--- src/rtl/imm_dec_if.sv ---
// imm_dec_if: fetch/execute handshake and imm_gen drive bundle for imm_dec_ctrl.
interface imm_dec_if #(parameter int CNT_W = 16);
    logic [31:0]      instr;
    logic             instr_valid;
    logic             instr_ready;
    logic [2:0]       sel;
    logic [31:0]      imm_instr;
    logic             dec_valid;
    logic [2:0]       dec_sel;
    logic             dec_illegal;
    logic             out_ready;
    logic             flush;
    logic [CNT_W-1:0] issued_cnt;
    modport master (
        output instr, instr_valid, out_ready, flush,
        input  instr_ready, sel, imm_instr, dec_valid, dec_sel, dec_illegal, issued_cnt
    );
    modport slave (
        input  instr, instr_valid, out_ready, flush,
        output instr_ready, sel, imm_instr, dec_valid, dec_sel, dec_illegal, issued_cnt
    );
endinterface

--- src/rtl/imm_dec_ctrl.sv ---
// imm_dec_ctrl: buffers fetched instructions, decodes imm_gen select and presents
// each instruction downstream aligned with imm_gen's registered immediate.
module imm_dec_ctrl #(
    parameter int FIFO_DEPTH = 2,
    parameter int CNT_W      = 16
) (
    input logic      clk,
    input logic      rst,
    imm_dec_if.slave bus
);
    localparam int AW = $clog2(FIFO_DEPTH);
    localparam int PW = AW + 1;

    function automatic logic [3:0] decode(input logic [6:0] op);
        case (op)
            7'b0010011: decode = 4'h1;
            7'b0000011: decode = 4'h2;
            7'b0100011: decode = 4'h3;
            7'b1100011: decode = 4'h4;
            7'b1100111: decode = 4'h5;
            7'b1101111: decode = 4'h6;
            7'b0110111, 7'b0010111: decode = 4'h7;
            7'b0110011, 7'b1110011, 7'b0001111: decode = 4'h0;
            default: decode = 4'h8;
        endcase
    endfunction

    logic [31:0]      mem [FIFO_DEPTH];
    logic [PW-1:0]    wp, rp;
    logic [31:0]      head, cur_instr;
    logic [3:0]       head_dec;
    logic [2:0]       cur_sel;
    logic             cur_ill, dec_valid, empty, full, push, load;
    logic [CNT_W-1:0] cnt;

    assign empty    = wp == rp;
    assign full     = (wp[AW] != rp[AW]) && (wp[AW-1:0] == rp[AW-1:0]);
    assign push     = bus.instr_valid && !full && !bus.flush;
    assign load     = !empty && (!dec_valid || bus.out_ready) && !bus.flush;
    assign head     = mem[rp[AW-1:0]];
    assign head_dec = decode(head[6:0]);

    // imm_gen registers on the same edge we load, so feed it the head while loading
    assign bus.sel         = load ? head_dec[2:0] : cur_sel;
    assign bus.imm_instr   = load ? head : cur_instr;
    assign bus.instr_ready = !full;
    assign bus.dec_valid   = dec_valid;
    assign bus.dec_sel     = cur_sel;
    assign bus.dec_illegal = cur_ill;
    assign bus.issued_cnt  = cnt;

    always_ff @(posedge clk)
        if (push) mem[wp[AW-1:0]] <= bus.instr;

    always_ff @(posedge clk or posedge rst) begin
        if (rst) begin
            wp        <= '0;
            rp        <= '0;
            dec_valid <= 1'b0;
            cur_instr <= '0;
            cur_sel   <= '0;
            cur_ill   <= 1'b0;
            cnt       <= '0;
        end else begin
            wp        <= wp + PW'(push);
            rp        <= bus.flush ? wp : rp + PW'(load);
            dec_valid <= !bus.flush && (load || (dec_valid && !bus.out_ready));
            cnt       <= cnt + CNT_W'(dec_valid && bus.out_ready);
            if (load) begin
                cur_instr <= head;
                cur_sel   <= head_dec[2:0];
                cur_ill   <= head_dec[3];
            end
        end
    end
endmodule

--- src/flat_wrapper.sv ---
// flat-port wrapper written by rule: the top's interface ports become plain ports
module imm_dec_ctrl_flat 
#(
    parameter int FIFO_DEPTH = 2,
    parameter int CNT_W      = 16
)
  (clk, rst, bus_instr, bus_instr_valid, bus_out_ready, bus_flush, bus_instr_ready, bus_sel, bus_imm_instr, bus_dec_valid, bus_dec_sel, bus_dec_illegal, bus_issued_cnt);
  imm_dec_if #(.CNT_W(CNT_W)) bus_i ();
  input logic clk;
  input logic rst;
  input wire logic [$bits(bus_i.instr)-1:0] bus_instr;
  input wire logic [$bits(bus_i.instr_valid)-1:0] bus_instr_valid;
  input wire logic [$bits(bus_i.out_ready)-1:0] bus_out_ready;
  input wire logic [$bits(bus_i.flush)-1:0] bus_flush;
  output wire logic [$bits(bus_i.instr_ready)-1:0] bus_instr_ready;
  output wire logic [$bits(bus_i.sel)-1:0] bus_sel;
  output wire logic [$bits(bus_i.imm_instr)-1:0] bus_imm_instr;
  output wire logic [$bits(bus_i.dec_valid)-1:0] bus_dec_valid;
  output wire logic [$bits(bus_i.dec_sel)-1:0] bus_dec_sel;
  output wire logic [$bits(bus_i.dec_illegal)-1:0] bus_dec_illegal;
  output wire logic [$bits(bus_i.issued_cnt)-1:0] bus_issued_cnt;
  assign bus_i.instr = bus_instr;
  assign bus_i.instr_valid = bus_instr_valid;
  assign bus_i.out_ready = bus_out_ready;
  assign bus_i.flush = bus_flush;
  assign bus_instr_ready = bus_i.instr_ready;
  assign bus_sel = bus_i.sel;
  assign bus_imm_instr = bus_i.imm_instr;
  assign bus_dec_valid = bus_i.dec_valid;
  assign bus_dec_sel = bus_i.dec_sel;
  assign bus_dec_illegal = bus_i.dec_illegal;
  assign bus_issued_cnt = bus_i.issued_cnt;
  imm_dec_ctrl #(.FIFO_DEPTH(FIFO_DEPTH), .CNT_W(CNT_W)) u_core (.clk(clk), .rst(rst), .bus(bus_i));
endmodule
--- config.mk ---
export PLATFORM = sky130hd
export DESIGN_NAME = imm_dec_ctrl_flat
export DESIGN_NICKNAME = d
export VERILOG_FILES = /design/src/rtl/imm_dec_if.sv /design/src/rtl/imm_dec_ctrl.sv /design/src/flat_wrapper.sv
export SDC_FILE = /design/constraint.sdc
export NUM_CORES = 1
export LEC_CHECK = 0
export CORE_AREA = 2 2 143 89
export DETAILED_ROUTE_END_ITERATION = 12
export DIE_AREA = 0 0 145 91
export PLACE_DENSITY_LB_ADDON = 0.2
export SLEW_MARGIN = 20
export SYNTH_ARGS = -nofsm -noshare
export SYNTH_HDL_FRONTEND = slang
export SYNTH_SLANG_ARGS = --single-unit
--- constraint.sdc ---
create_clock -name clk -period 4.8 [get_ports clk]
set_input_delay 0.48 -clock clk [delete_from_list [all_inputs] [get_ports clk]]
set_output_delay 0.48 -clock clk [all_outputs]
set_load 0.005 [all_outputs]
==> flow_summary_export.csv <==
group,metric,value,unit
outcome,outcome,"finished, final reports clean",
detailed_routing,drtIter0Drc,155,
place,io_buffers,93,
detailed_routing,highest_layer,"met4",
setup_path,r2r-end,"u_core.rp[0]$_DFF_PP0_",
setup_path,cp_num_cells,8,
min_path,hold_depth,1,
global_routing,grt_pass1_wl,15.4,mm
setup_path,crit_family,"buffers and inverters",
sta,max_clock_freq,0.278,GHz
sta,tns,0,ps
setup_path,path_class,"flip-flop to primary output",
setup_path,startpoint_type,"flip-flop",
yosys,synth_seq_cells,121,
min_path,min_to,"u_core.bus.issued_cnt[15]$_DFF_PP0_",
flow_run,cap_violations,0,
yosys,synth_top_area_share,41.4,%
detailed_routing,drt_pre_antenna_iters,5,
sta,skew,10.1,ps
global_routing,grtUsageTotal,15.5,%
yosys,synth_flop_cell,"edfxtp_1",
clocking,holdBufCountCts,0,
setup_path,crit_path_cell_trace,"xor2_2, nor2_1, nor3_4, buf_4, buf_4, nor2_1, a21oi_1, clkdlybuf4s50_1",
power_and_ir_drop,switching_share,29.7,%
yosys,synth_area_per_cell,14.6,um2
yosys,yosys_warnings,0,
clocking,insertion_delay,410,ps
power_and_ir_drop,power_density,669,mW/mm2
cells_and_area,stdcell_area,0.00638,mm2
sta,hold_viol,0,
clocking,path_clk_slew,50,ps
global_routing,grt_pass1_vias,2922,
yosys,synth_edf_count,64,
cells_and_area,syn2layout_area_growth,37.4,%
detailed_routing,met3_length,555,um
clocking,ctsResizeCount,0,
yosys,yosys-top-cells-area,"edfxtp_1 (41%), dfrtp_1 (31%), mux2i_1 (6.3%)",
floorplanning,die_w,145,um
place,dp_hpwl,6.17,mm
setup_path,reg2regPathDepth,7,
setup_path,r2r_slack,2360,ps
setup_path,path_buf_inv,3,
setup_path,cpPeakStageDelay,580,ps
yosys,yosys.area.top_type,"edfxtp_1",
min_path,min_from,"u_core.bus.issued_cnt[15]$_DFF_PP0_",
yosys,synth_cells,318,
setup_path,critPathSlowestCell,"clkdlybuf4s50_1",
setup_path,cp-end-kind,"primary output",
detailed_routing,drt_wl_total,9.57,mm
power_and_ir_drop,vdd_drop_max,0.000325,V
setup_path,critical_path_required,4320,ps
clocking,htree_levels,4,
clocking,post_cts_buffers,0,
detailed_routing,wl_per_cell,15.9,um
floorplanning,die_h,91,um
floorplanning,core,0.0118,mm2
cells_and_area,fin_nets,465,
power_and_ir_drop,p_int,0.00300,W
power_and_ir_drop,switchingPower,0.00127,W
cells_and_area,antenna-diode-count,0,
clocking,cts_root_buf,"clkbuf_16",
place,placed_area,0.00575,mm2
sta,min_period,3600,ps
setup_path,rr_startpoint,"u_core.rp[0]$_DFF_PP0_",
yosys,synthesis.nets,360,
yosys,synth-async-reset-ratio,47.1,%
clocking,numCtsBuffers,17,
clocking,cts.sinks,121,
yosys,yosys-top-cells-count,"edfxtp_1 (64), dfrtp_1 (57), nor2_1 (39), a21oi_1 (34), mux2i_1 (29)",
power_and_ir_drop,p_leak,2.45,nW
detailed_routing,dr_wl_met2,4.29,mm
clocking,clockBufferDepth,2,
power_and_ir_drop,combinationalPowerShare,33.3,%
min_path,hold_path_class,"flip-flop to flip-flop",
setup_path,cp_max_fo,38,
sta,final_max_slew_viol_count,0,
floorplanning,row_count,31,
global_routing,grt_overflow,0,
cells_and_area,final.fill_count,989,
clocking,cts_tree,"yes",
detailed_routing,vias,2795,
detailed_routing,m1WireLength,4.67,mm
yosys,ys_seq_area_share,72.1,%
detailed_routing,ant_nets,0,
sta,setup_viol,0,
detailed_routing,drcViolationCount,0,
global_routing,antenna_found_initial,0,
setup_path,worstPathArrival,3120,ps
floorplanning,ioPinCount,94,
floorplanning,floorplan.initialDensity,39.2,%
sta,rsz0062_at_grt,"no",
sta,max_slew_margin,38.5,%
detailed_routing,via_per_inst,4.65,
sta,worstMarginPinSlew,923,ps
global_routing,grt_max_degree,58,
yosys,synth_most_common_cell,"edfxtp_1",
floorplanning,die-area,0.0132,mm2
yosys,ys_types,36,
cells_and_area,final_layout_size_suffix_gt1_share,11.0,%
place,globalplace.congestion,0.733,
power_and_ir_drop,pwr-share-clk,31.1,%
power_and_ir_drop,seqPwrFrac,35.6,%
yosys,syn_area,0.00464,mm2
sta,min_period_over_period,74.9,%
==> cells by family after synthesis <==
group | synth area share (%)
compound gates | 5.45
xor+xnor | 3.94
fa+ha+maj | 1.35
buf+inv | 2.08
flops | 72.1
mux | 7.58
simple gates | 7.47
==> power by group through the flow <==
| stage | sequential [W] | clock, W | combinational [W] |
|---|---|---|---|
| final | 0.00152 | 0.00133 | 0.00142 |
| after global routing | 0.00155 | 0.00140 | 0.00156 |
| after CTS | 0.00152 | 0.00136 | 0.00145 |
| after detailed placement | 0.00154 | 0 | 0.00143 |
| after global placement | 0.00153 | 0 | 0.00141 |
| after floorplan | 0.00150 | 0 | 0.000746 |
==> layer usage <==
| metal | up-vias | GRT usage (%) |
|---|---|---|
| met5 | - | 0 |
| met4 | 0 | 6.19 |
| met3 | 6 | 5.88 |
| li1 | 1361 | - |
| met1 | 1359 | 21.3 |
| met2 | 69 | 22.2 |
==> placed cells by master, fill, tap and decap left out, types with 3 or more instances in the layout <==
cell | synthesis | routed
a21oi_1 | 34 | 34
clkinvlp_4 | 0 | 4
nand3_1 | 7 | 7
dfrtp_1 | 57 | 56
mux2i_1 | 29 | 29
xnor2_1 | 15 | 15
clkinv_2 | 0 | 3
mux2_2 | 3 | 3
nand4_1 | 4 | 4
bufinv_16 | 0 | 4
nor2_1 | 39 | 39
nand2_1 | 9 | 9
clkinv_4 | 0 | 3
xor2_1 | 4 | 4
clkbuf_16 | 0 | 17
edfxtp_1 | 64 | 64
clkdlybuf4s50_1 | 0 | 93
inv_1 | 9 | 8
nor3_1 | 3 | 3
ha_1 | 5 | 3
buf_4 | 3 | 4
==> worst reg2reg max path: stages (launching register included) <==
cell and delay [ps]:
dfrtp_2 530, xor2_2 210, nor2_1 90, nor3_4 160, buf_4 360, buf_4 400, ha_1 310, mux2_2 260
==> through the flow <==
| stage | hold slack (ps) | cells | setup slack [ps] | utilization (%) | total power (W) |
|---|---|---|---|---|---|
| 2_1_floorplan | 465 | 318 | 2520 | - | 0.00224 |
| 3_3_place_gp | 455 | 569 | 1440 | 48.6 | 0.00293 |
| 3_5_place_dp | 461 | 569 | 1400 | 48.6 | 0.00297 |
| 4_1_cts | 470 | 601 | 1190 | 53.9 | 0.00432 |
| 5_1_grt | 525 | 601 | 1010 | 53.9 | 0.00452 |
| 6_report | 466 | 601 | 1200 | 53.9 | 0.00426 |
==> worst max path at each step <==
stage	slack (ps)	endpoint	startpoint
finish	1200	bus_imm_instr[24]	u_core.rp[0]$_DFF_PP0_
CTS	1190	bus_imm_instr[24]	u_core.rp[0]$_DFF_PP0_
detailed placement	1400	bus_imm_instr[24]	bus_flush
global route	1010	bus_imm_instr[24]	u_core.rp[0]$_DFF_PP0_
floorplan	2520	u_core.mem[1][0]$_DFFE_PP_	u_core.rp[0]$_DFF_PP0_
global placement	1440	bus_imm_instr[24]	bus_flush
==> registers in the layout, indices dropped and copies added (netlist names) <==
| register | count |
|---|---|
| u_core.bus.dec_illegal | 1 |
| u_core.bus.dec_sel | 3 |
| u_core.bus.dec_valid | 1 |
| u_core.bus.issued_cnt | 16 |
| u_core.cur_instr | 32 |
| u_core.mem | 64 |
| u_core.rp | 2 |
| u_core.wp | 2 |
==> area by class of cell <==
cell class / count / area [um2] / share of cell area [%]
Sequential cell: 121 / 3350 / 52.5
Multi-Input combinational cell: 177 / 1200 / 18.8
Timing Repair Buffer: 97 / 961 / 15.1
Clock buffer: 17 / 425 / 6.67
Tap cell: 165 / 206 / 3.24
Clock inverter: 15 / 200 / 3.14
Inverter: 9 / 33.8 / 0.530
Note: power is estimated with default switching activity, not from simulation.
